File: src/rtl/arm_pkg.sv
// Shared types and constants for the ARM32 fetch stage.
// Word geometry, the fetch buffer entry and the decode-side NOP.
package arm_pkg;

    localparam int ARCH       = 32;
    localparam int WORD_BYTES = 4;

    // MOV r0, r0: inserted by decode when it needs a bubble.
    localparam logic [ARCH-1:0] NOP = 32'hE1A0_0000;

    typedef struct packed {
        logic [ARCH-1:0] ins;
        logic [ARCH-1:0] pc;
    } fetch_entry_t;

endpackage

File: src/rtl/arm_fetch_fifo.sv
// Prefetch buffer: synchronous FIFO of fetch_entry_t with flush.
// Ports: flush/push/pop controls, wr_data in, rd_data (head), count, full, empty.
module arm_fetch_fifo
    import arm_pkg::*;
#(
    parameter  int DEPTH = 4,
    localparam int PW    = $clog2(DEPTH),
    localparam int CW    = PW + 1
) (
    input  logic         clk,
    input  logic         reset_n,
    input  logic         flush,
    input  logic         push,
    input  fetch_entry_t wr_data,
    input  logic         pop,
    output fetch_entry_t rd_data,
    output logic [CW-1:0] count,
    output logic         full,
    output logic         empty
);

    fetch_entry_t    mem [DEPTH];
    fetch_entry_t    last_q;
    logic [PW-1:0]   wr_ptr;
    logic [PW-1:0]   rd_ptr;
    logic            do_pop;

    assign full   = (count == CW'(DEPTH));
    assign empty  = (count == '0);
    assign do_pop = pop && !empty;

    // When empty, the head keeps showing the last entry it presented.
    assign rd_data = empty ? last_q : mem[rd_ptr];

    always_ff @(posedge clk) begin
        if (!reset_n) begin
            wr_ptr <= '0;
            rd_ptr <= '0;
            count  <= '0;
            last_q <= '0;
        end else begin
            if (!empty) begin
                last_q <= mem[rd_ptr];
            end
            if (flush) begin
                wr_ptr <= '0;
                rd_ptr <= '0;
                count  <= '0;
            end else begin
                if (push) begin
                    wr_ptr <= wr_ptr + PW'(1);
                end
                if (do_pop) begin
                    rd_ptr <= rd_ptr + PW'(1);
                end
                count <= count + CW'(push) - CW'(do_pop);
            end
        end
    end

    always_ff @(posedge clk) begin
        if (reset_n && !flush && push) begin
            mem[wr_ptr] <= wr_data;
        end
    end

    a_no_push_full : assert property (
        @(posedge clk) disable iff (!reset_n)
        !(push && full && !flush)
    );

endmodule

File: src/rtl/arm_fetch_unit.sv
// ARM32 instruction fetch stage: sequential word fetch from a 1-cycle RAM,
// prefetch buffering, valid/ready hand-off to decode, and branch redirect.
// Ports: clk, reset_n; mem_req/mem_addr/mem_rdata to RAM;
// redirect_valid/redirect_pc from execute; ins_valid/ins/ins_pc/ins_ready to decode.
module arm_fetch_unit
    import arm_pkg::*;
#(
    parameter  int              RAM_SIZE   = 4096,
    parameter  int              FIFO_DEPTH = 4,
    parameter  logic [ARCH-1:0] RESET_PC   = '0,
    localparam int              AW         = $clog2(RAM_SIZE),
    localparam int              CW         = $clog2(FIFO_DEPTH) + 1
) (
    input  logic            clk,
    input  logic            reset_n,
    output logic            mem_req,
    output logic [AW-1:0]   mem_addr,
    input  logic [ARCH-1:0] mem_rdata,
    input  logic            redirect_valid,
    input  logic [ARCH-1:0] redirect_pc,
    output logic            ins_valid,
    output logic [ARCH-1:0] ins,
    output logic [ARCH-1:0] ins_pc,
    input  logic            ins_ready
);

    logic [ARCH-1:0] fetch_pc;
    logic [ARCH-1:0] tag_pc;
    logic            inflight;
    logic            discard;
    logic            push;
    logic            pop;
    logic            fifo_full;
    logic            fifo_empty;
    logic [CW-1:0]   count;
    fetch_entry_t    wr_entry;
    fetch_entry_t    head;

    // Credit counts buffered plus in-flight words; a same-cycle pop
    // does not free a slot until the next cycle.
    assign mem_req = reset_n && !redirect_valid && !fifo_full
                  && ((count + CW'(inflight)) < CW'(FIFO_DEPTH));

    assign mem_addr  = fetch_pc[AW+1:2];
    assign push      = inflight && !discard;
    assign pop       = ins_valid && ins_ready;
    assign wr_entry  = '{ins: mem_rdata, pc: tag_pc};
    assign ins_valid = !fifo_empty;
    assign ins       = head.ins;
    assign ins_pc    = head.pc;

    always_ff @(posedge clk) begin
        if (!reset_n) begin
            fetch_pc <= RESET_PC;
            tag_pc   <= '0;
            inflight <= 1'b0;
            discard  <= 1'b0;
        end else begin
            inflight <= mem_req;
            discard  <= redirect_valid;
            if (redirect_valid) begin
                fetch_pc <= redirect_pc & ~ARCH'(WORD_BYTES - 1);
            end else if (mem_req) begin
                tag_pc   <= fetch_pc;
                fetch_pc <= fetch_pc + ARCH'(WORD_BYTES);
            end
        end
    end

    arm_fetch_fifo #(
        .DEPTH (FIFO_DEPTH)
    ) u_fifo (
        .clk     (clk),
        .reset_n (reset_n),
        .flush   (redirect_valid),
        .push    (push),
        .wr_data (wr_entry),
        .pop     (pop),
        .rd_data (head),
        .count   (count),
        .full    (fifo_full),
        .empty   (fifo_empty)
    );

endmodule

File: config.mk
export PLATFORM = sky130hd
export DESIGN_NAME = arm_fetch_unit
export DESIGN_NICKNAME = d
export VERILOG_FILES = /design/src/rtl/arm_pkg.sv /design/src/rtl/arm_fetch_fifo.sv /design/src/rtl/arm_fetch_unit.sv
export SDC_FILE = /design/constraint.sdc
export NUM_CORES = 1
export LEC_CHECK = 0
export BUFFER_PORTS_ARGS = -buffer_cell sky130_fd_sc_hd__clkbuf_2
export CORE_UTILIZATION = 42
export CTS_CLUSTER_SIZE = 28
export DETAILED_ROUTE_END_ITERATION = 8
export HOLD_SLACK_MARGIN = 0.06
export MAX_ROUTING_LAYER = met4
export PLACE_DENSITY = 0.65
export SETUP_SLACK_MARGIN = 0.1
export SLEW_MARGIN = 20
export SYNTH_ARGS = -nofsm -noshare
export SYNTH_HDL_FRONTEND = slang
export SYNTH_HIERARCHICAL = 1
export SYNTH_SLANG_ARGS = --single-unit
File: constraint.sdc
create_clock -name clk -period 2.66 [get_ports clk]
set_clock_uncertainty 0.2 [all_clocks]
set_input_delay 0.399 -clock clk [delete_from_list [all_inputs] [get_ports clk]]
set_output_delay 0.399 -clock clk [all_outputs]
set_load 0.005 [all_outputs]
==> metrics, run 1 <==
status=complete, but fails checks; failing checks=negative setup slack; leading area contributor after synthesis=edfxtp_1; synthesis-to-layout area growth=27.3%; vias in the first global route=8655; Die ar.=36700 um^2; later-pin clock latency in the skew report=0.53 ns; Relative slew margins=58.8%; crit path cell chain=buf_12 -> clkbuf_16 -> mux4_2 -> mux2_4 -> clkbuf_2; Buf+Inv Stages, Crit Path=3; min-delay worst type=in -> reg; Slew Viols, Final=0; Crit Path Max Fanout=6; total power divided by cell area=673 nW/um^2; global-route track usage on met2=29.2%; Starting Density=42.5%; antenna violations before repair=0; Post-DRT Antenna Nets=0; Top Ports=146; Worst EP arrival=2.17 ns; All-Layer GR Usage=17.9%; Final Hold Violating Endpoints=0; min Tclk post-route=2.77 ns; die width=192 um; Worst Setup End Kind=output pin; DR WL/cell=19.8 um; RePlAce Congestion=0.826; worst slew pin tran=0.619 ns; post-DP HPWL=18.4 mm; leak pwr=7.03 nW; sequential share of power=51.0%; Worst path slowest cell=mux4_2; GRT Max-Usage Layer=met2; met3 GRT Util=3.93%; Overflow after GRT=0; internal power=0.0103 W; Chip Height=192 um; register area share after synthesis=68.8%; Util after Layout=54.2%; Final Cycle Share=104%; Total Power=0.0129 W; fraction of registers with async set/reset=0%; via count=8811; post-synthesis register bit count=391; met1 Usage GRT=22.9%; largest buffer count on any clock path=3; CTS tree=yes; Main synth FF type=edfxtp_1; final setup fails=64; final worst slack=-0.109 ns; Syn. warnings=6; Layout Nets=1290; vias per cell=5.16; worst ir drop on vdd=0.000537 V; required time of the worst setup path=2.06 ns; clk root buf=clkbuf_16; crit-path leading delay family=multiplexers; Synth Instances=960; largest net degree at the start of global routing=66; Setup TNS=-4.34 ns; Syn Std Cell Area=15100 um^2; clock group share of total power=44.4%; CP peak stage delay=0.51 ns; drt drc=0; diode count=0; fmax=0.361 GHz; max cap viols=0; synthesized area per cell=15.7 um^2; row cnt=69; Critical Path Source Type=flip-flop; Starting DRT DRC Count=652; Post-synth EDFFs=256; layout cells sized above 1=34.1%; sw power=0.00265 W; CTS H-Tree Depth=2; CTS buffer count=42; RSZ-0062 raised after global routing=true; Synth area leaders=edfxtp_1, dfxtp_1, mux4_2, mux2_2, and2_1; 1st-pass router iterations=6; Yosys cell types=53; clock tree sinks=391; WS Path Type=reg -> out; I/O Buffers=143; final WL=33.8 mm; Sw Share=20.5%; core area=35500 um^2; Synth top area share=50.9%; clk slew on worst S/H paths=0.06 ns; first-pass GRT wire length=48.4 mm; combinational power share=4.6%
-- area by class of cell --
| type | instances | area [um^2] |
|---|---|---|
| inverters | 14 | 55.1 |
| flip-flops and latches | 391 | 10400 |
| fillers | 2901 | 16300 |
| multi-input cells | 498 | 4510 |
| clock inverters | 22 | 183 |
| clock buffers | 56 | 1200 |
| well taps | 461 | 577 |
| repair buffers | 267 | 2290 |
-- synthesized netlist by cell type (all sizes together), types with 7 or more instances --
cell type and instances:
edfxtp 256, dfxtp 135, and2 70, nand2 70
mux2 65, mux4 64, a21oi 49, buf 37
clkbuf 27, o21ai 27, nor2 22, xnor2 18
nor3 15, inv 13, nand3 12, and3 10
nand4 9, and4 7, ha 7, xor2 7
-- cell families (layout without fill, tap and decap cells) --
group | Yosys count | after routing | share of synthesized area (%)
flops | 391 | 391 | 68.8
xor+xnor | 25 | 25 | 1.45
simple gates | 233 | 233 | 8.16
compound gates | 92 | 92 | 3.39
fa+ha+maj | 8 | 8 | 0.713
buf+inv | 78 | 359 | 2.82
other cells | 1 | 8 | 0.0248
mux | 132 | 132 | 14.6
-- flip-flops by register name, indices dropped and copies added (netlist names), named ones only --
signal,cells
u_fifo/rd_ptr,2
u_fifo/wr_ptr,2
inflight,1
u_fifo/last_q,64
fetch_pc,30
u_fifo/count,3
discard,1
tag_pc,30
u_fifo/mem,256
-- worst register-to-register path, stage by stage, from the launching register on --
cell and delay [ns]:
dfxtp_4 0.37, buf_12 0.12, nor3b_4 0.04, and2b_2 0.25, buf_4 0.12, o2111ai_2 0.18, or4_4 0.64, or3_1 0.32
a31oi_1 0.18
-- final timing paths --
kind | cells past startpoint | start | slack [ns] | end
worst min-delay path | 3 | redirect_valid | 0.11 | u_fifo/count[0]
worst min register to register | 2 | fetch_pc[29] | 0.28 | tag_pc[29]
worst max-delay path | 5 | flip-flop | -0.11 | ins_pc[9]
worst max register to register | 8 | u_fifo/count[0] | 0.14 | fetch_pc[29]
-- metrics by stage --
step	hold slack (ns)	instances	worst slack [ns]	cell area, um^2
floorplan	0.245	967	0.101	15100
global placement	0.267	1544	0.182	16500
detailed placement	0.279	1544	0.189	16500
CTS	0.0970	1688	-0.150	18700
global route	0.118	1709	-0.174	19200
finish	0.114	1709	-0.109	19200
-- cells in the final DEF (no fill, tap or decap), drive strengths merged, types with 7 or more instances in the layout --
cell | netlist | final
edfxtp | 256 | 256
clkbuf | 27 | 198
dfxtp | 135 | 135
nand2 | 70 | 70
and2 | 70 | 70
mux2 | 65 | 65
mux4 | 64 | 64
buf | 37 | 63
dlygate4sd3 | 0 | 62
a21oi | 49 | 49
o21ai | 27 | 27
nor2 | 22 | 22
xnor2 | 18 | 18
clkinv | 1 | 18
nor3 | 15 | 15
inv | 13 | 13
nand3 | 12 | 12
and3 | 10 | 10
nand4 | 9 | 9
conb | 1 | 8
ha | 7 | 7
xor2 | 7 | 7
and4 | 7 | 7
-- routing by layer --
layer | wire [um] | part of all wire [%]
met1 | 15100 | 45
met2 | 16400 | 49
met3 | 1700 | 5.0
met4 | 565 | 1.7
met5 | 0 | 0
-- power by group through the flow --
stage	combinational [W]	sequential, W	clock, W
floorplan	0.000272	0.00671	0
CTS	0.000552	0.00660	0.00588
detailed placement	0.000468	0.00673	0
global route	0.000652	0.00661	0.00611
finish	0.000594	0.00660	0.00574
global placement	0.000459	0.00673	0
-- timing repair --
item | 4_1_cts | 5_1_grt
hold buffers | 62 | 0
endpoints found under the setup margin | 65 | 67
pin swaps | 0 | 2
cloned | 3 | 11
setup buffers | 1 | 10
resized for setup | 24 | 56
hold endpoints to repair | 158 | 0
No activity file was read; power rests on OpenSTA's default activity.
==> inputs of run 2 (changes only) <==
BUFFER_PORTS_ARGS = -buffer_cell sky130_fd_sc_hd__buf_2   (was -buffer_cell sky130_fd_sc_hd__clkbuf_2)
CTS_BUF_LIST = sky130_fd_sc_hd__clkbuf_8   (was default)
SYNTH_HIERARCHICAL = default   (was 1)
==> metrics, run 2 <==
clock tree sinks=383; Worst EP arrival=2.12 ns; Sw Share=23.8%; antenna violations before repair=0; largest buffer count on any clock path=3; All-Layer GR Usage=18.7%; Total Power=0.0123 W; Top Ports=146; final WL=31.9 mm; sw power=0.00293 W; leading area contributor after synthesis=edfxtp_1; CTS buffer count=60; Setup TNS=-1.25 ns; later-pin clock latency in the skew report=0.60 ns; fmax=0.367 GHz; register area share after synthesis=68.9%; RePlAce Congestion=0.811; status=complete, but fails checks; Syn. warnings=0; clk root buf=clkbuf_8; largest net degree at the start of global routing=67; worst hold start=reset_n; Min Hold Slack=0.0966 ns; min Tclk post-route=2.72 ns; Relative slew margins=56.5%; max cap viols=0; combinational power share=9.5%; total power divided by cell area=670 nW/um^2; sequential share of power=53.6%; Biggest register=u_fifo.mem; syn nets=1149; core area=34500 um^2; CTS H-Tree Depth=2; CTS tree=yes; row cnt=68; Worst R2R Start=fetch_pc[5]; layout cells sized above 1=28.0%; flop2flop setup slack=0.20 ns; clk slew on worst S/H paths=0.06 ns; Crit Path Max Fanout=7; Die ar.=35800 um^2; drt drc=0; Synth top area share=50.6%; Yosys cell types=47; Layout fillers=2975; min-delay worst type=in -> reg; fraction of registers with async set/reset=0%; Top Registers=u_fifo.mem x248, u_fifo.last_q x64; Util after Layout=53.1%; final setup fails=46; synthesized area per cell=13.7 um^2; most frequent cell after synthesis=nand2_1; first-pass GRT wire length=50.6 mm; Critical Path Source Type=flip-flop; post-synthesis register bit count=383; via count=9195; Chip Height=189 um; Final Cycle Share=102%; Post-DRT Antenna Nets=0; diode count=0; 1st-pass router iterations=5; Post-synth EDFFs=248; failing checks=negative setup slack; Syn Std Cell Area=14700 um^2; max reg flops=248; internal power=0.00936 W; Worst Setup End Kind=output pin; Synth area leaders=edfxtp_1, dfxtp_1, mux4_2, nand2_1, and2_1; vias in the first global route=9276; Overflow after GRT=0; vias per cell=5.01; Synth Instances=1073; worst slew pin tran=0.653 ns; synth cell count leaders=nand2_1, edfxtp_1, dfxtp_1; synthesis-to-layout area growth=24.5%; commonest cells after routing, fill and taps aside=edfxtp_1, nand2_1, buf_2; Post-Layout Cell Count=1835; Starting DRT DRC Count=513; die width=189 um; cell total after placement=1632; required time of the worst setup path=2.06 ns; Main synth FF type=edfxtp_1; worst ir drop on vdd=0.000354 V; post-DP HPWL=18.5 mm; RSZ-0062 raised after global routing=true; commonest non-fill, non-tap cell in the layout=edfxtp_1; leak pwr=6.89 nW; Layout Nets=1406; Starting Density=42.6%; Final Hold Violating Endpoints=0; Slew Viols, Final=0; final worst slack=-0.0613 ns; clock group share of total power=36.9%; DR WL/cell=17.4 um; WS Path Type=reg -> out; I/O Buffers=143
## run 2: logic make-up after synthesis
kind of cell	count (synthesis)	synth area share, %
adder cells (fa/ha/maj)	8	0.731
multiplexers	64	9.64
flip-flops	383	68.9
AND/OR/NAND/NOR	424	13.2
buffers and inverters	80	2.46
AO/OA/AOI/OAI	88	3.44
XOR/XNOR	26	1.60
## run 2: layout make-up
class	instances	area, um^2	share of cell area, %
sequential	383	10200	55.4
tap	455	569	3.10
multi-input combinational	610	4310	23.5
clock inverter	44	181	0.989
clock buffer	68	936	5.10
inverter	12	45.0	0.246
timing repair buffer	263	2130	11.6
## run 2: critical path: stages, from the launching register on
cell     delay, ns
dfxtp_4       0.37
buf_12        0.11
buf_12        0.12
buf_16        0.13
mux4_2        0.50
nand2_2       0.11
nand2_1       0.06
buf_2         0.13
## run 2: layer usage
| layer | vias to the layer above | part of all wire, % | track usage, % |
|---|---|---|---|
| met5 | - | 0 | - |
| met4 | 0 | 1.9 | 5.09 |
| met3 | 52 | 4.8 | 2.91 |
| met2 | 258 | 48 | 29.8 |
| met1 | 4483 | 45 | 25.1 |
| li1 | 4402 | - | - |
## run 2: final timing paths
| check | end | depth (start not counted) |
|---|---|---|
| setup reg to reg | fetch_pc[29] | 6 |
| hold / removal | inflight | 5 |
| hold reg to reg | u_fifo.last_q[1] | 1 |
| setup / recovery | ins_pc[13] | 7 |
## run 2: through the flow
stage | area (um^2) | setup WS (ns)
after floorplan | 14700 | 0.368
after global placement | 16000 | 0.402
after detailed placement | 16000 | 0.378
after CTS | 18200 | -0.118
after global routing | 18300 | -0.154
final | 18300 | -0.0613
## run 2: power by group through the flow
stage	clock network, W	logic, W	registers [W]
after global routing	0.00493	0.00130	0.00660
after CTS	0.00467	0.00114	0.00658
after floorplan	0	0.000574	0.00667
final	0.00453	0.00117	0.00658
after detailed placement	0	0.000995	0.00671
after global placement	0	0.000977	0.00670
## run 2: timing repair
item | in CTS | in global routing
endpoints found under the hold margin | 160 | 0
pin swaps | 43 | 10
gates cloned | 6 | 0
hold buffers | 67 | 0
setup endpoints to repair | 65 | 68
resized for setup | 23 | 33
setup buffers | 12 | 6
==> inputs of run 3 (changes only) <==
CORE_UTILIZATION = 45   (was 42)
PLACE_DENSITY = 0.69   (was 0.65)
==> metrics, run 3 (same netlist as run 2, synthesis figures left out) <==
min Tclk post-route=2.72 ns; leak pwr=6.85 nW; Post-Layout Cell Count=1805; CTS H-Tree Depth=2; row cnt=65; max cap viols=0; RSZ-0062 raised after global routing=true; max layer used=met4; flop2flop setup slack=0.31 ns; commonest non-fill, non-tap cell in the layout=nand2_1; DR WL met3=1.70 mm; Crit Path Max Fanout=6; die width=183 um; Top Ports=146; vias in the first global route=9077; Util after Layout=56.9%; CTS tree=yes; Chip Height=183 um; 1st-pass router iterations=5; via count=9229; Relative slew margins=61.4%; Worst EP arrival=2.13 ns; total power divided by cell area=671 nW/um^2; final worst slack=-0.0646 ns; commonest cells after routing, fill and taps aside=nand2_1, edfxtp_1, buf_2; required time of the worst setup path=2.06 ns; RePlAce Congestion=0.840; antenna violations before repair=0; max reg flops=248; clock tree sinks=383; hold depth=5; first-pass GRT wire length=48.9 mm; WS Path Type=reg -> out; metal2 WL=15.6 mm; Layout Nets=1395; failing checks=negative setup slack; CP peak stage delay=0.50 ns; All-Layer GR Usage=19.4%; Setup TNS=-1.23 ns; post-DP HPWL=18.0 mm; Post-DRT Antenna Nets=0; Hold EP=inflight; cell total after placement=1609; pre-CTS setup slack=0.361 ns; crit path cell chain=buf_12 -> buf_12 -> mux4_2 -> nand2_1 -> nand2_1 -> buf_2; I/O Buffers=143; Critical Path Source Type=flip-flop; later-pin clock latency in the skew report=0.59 ns; clk root buf=clkbuf_8; Worst Setup End Kind=output pin; worst slew pin tran=0.580 ns; RR Endpoint=u_fifo.count[2]; core area=31900 um^2; status=complete, but fails checks; min-delay worst type=in -> reg; crit-path leading delay family=multiplexers; CTS buffer count=60; Buf+Inv Stages, Crit Path=3; fmax=0.367 GHz; Final Hold Violating Endpoints=0; Biggest register=u_fifo.mem; worst ir drop on vdd=0.000345 V; met1 wire length=14.6 mm; diode count=0; Final Cycle Share=102%; largest buffer count on any clock path=3; vias per cell=5.11; Min Hold Slack=0.106 ns; Die ar.=33400 um^2; final setup fails=45; Starting DRT DRC Count=520; largest net degree at the start of global routing=67; final WL=32.5 mm; Overflow after GRT=0; drt drc=0; synthesis-to-layout area growth=23.3%; clk slew on worst S/H paths=0.06 ns; worst reg-to-reg path cell count=10; Worst path slowest cell=mux4_2; Top Registers=u_fifo.mem x248, u_fifo.last_q x64; Starting Density=46.2%; worst hold start=reset_n; Slew Viols, Final=0; DR WL/cell=18.0 um; layout cells sized above 1=26.0%; Worst R2R Start=u_fifo.count[1]
-- run 3: cell types whose count changed in the layout (fill, tap and decap cells not counted), moves of 3 or more --
cell           change
buf_16             -6
dlygate4sd3_1      -3
clkinv_1           -5
clkinv_2           -4
buf_4              -7
nand2_2           -12
nand2_1           +12
inv_1             +11
clkbuf_16          +7
clkbuf_8           -3
-- run 3: power by group --
group	total [W]	internal, W	switching [W]
Clock	0.00440	0.00226	0.00214
Sequential	0.00659	0.00648	0.000108
Combinational	0.00120	0.000554	0.000644
-- run 3: worst register-to-register path, stage by stage, from the launching register on --
cell	delay, ns
dfxtp_2	0.36
nor3_4	0.27
inv_2	0.09
and2_1	0.20
ha_1	0.27
inv_1	0.05
ha_1	0.13
inv_1	0.05
fa_1	0.38
xnor2_1	0.17
nor2_1	0.06
-- run 3: per-stage QoR --
step | total power (W) | instance area (um^2)
2_1_floorplan | 0.00725 | 14700
3_3_place_gp | 0.00767 | 16000
3_5_place_dp | 0.00770 | 16000
4_1_cts | 0.0122 | 17800
5_1_grt | 0.0127 | 18200
6_report | 0.0122 | 18200
-- run 3: how the worst max path moves through the flow --
stage,end,start,slack [ns],cells past startpoint
2_1_floorplan,u_fifo.count[2],u_fifo.count[2],0.37,10
3_3_place_gp,u_fifo.count[2],u_fifo.count[1],0.39,10
3_5_place_dp,u_fifo.count[2],u_fifo.count[1],0.36,10
4_1_cts,ins[8],flip-flop,-0.11,6
5_1_grt,ins_pc[29],flip-flop,-0.15,6
6_report,ins_pc[6],flip-flop,-0.06,6
-- run 3: area by class of cell --
class	instances	area (um^2)
fillers	2654	13700
flip-flops and latches	383	10200
multi-input cells	610	4270
repair buffers	252	2040
clock buffers	66	908
well taps	435	544
clock inverters	47	185
inverters	12	50.0
-- run 3: layer usage --
metal  vias up  global-route usage (%)
li1       4378                       -
met1      4540                    25.9
met2       271                    30.9
met3        40                    3.24
met4         0                    5.43
met5         -                       -
-- run 3: repair_timing --
action | in CTS | in global routing
cloned | 1 | 7
buffers inserted | 2 | 9
endpoints found under the hold margin | 160 | 0
hold buffers | 64 | 0
pin swaps | 0 | 29
resized for setup | 9 | 28
setup endpoints to repair | 65 | 65
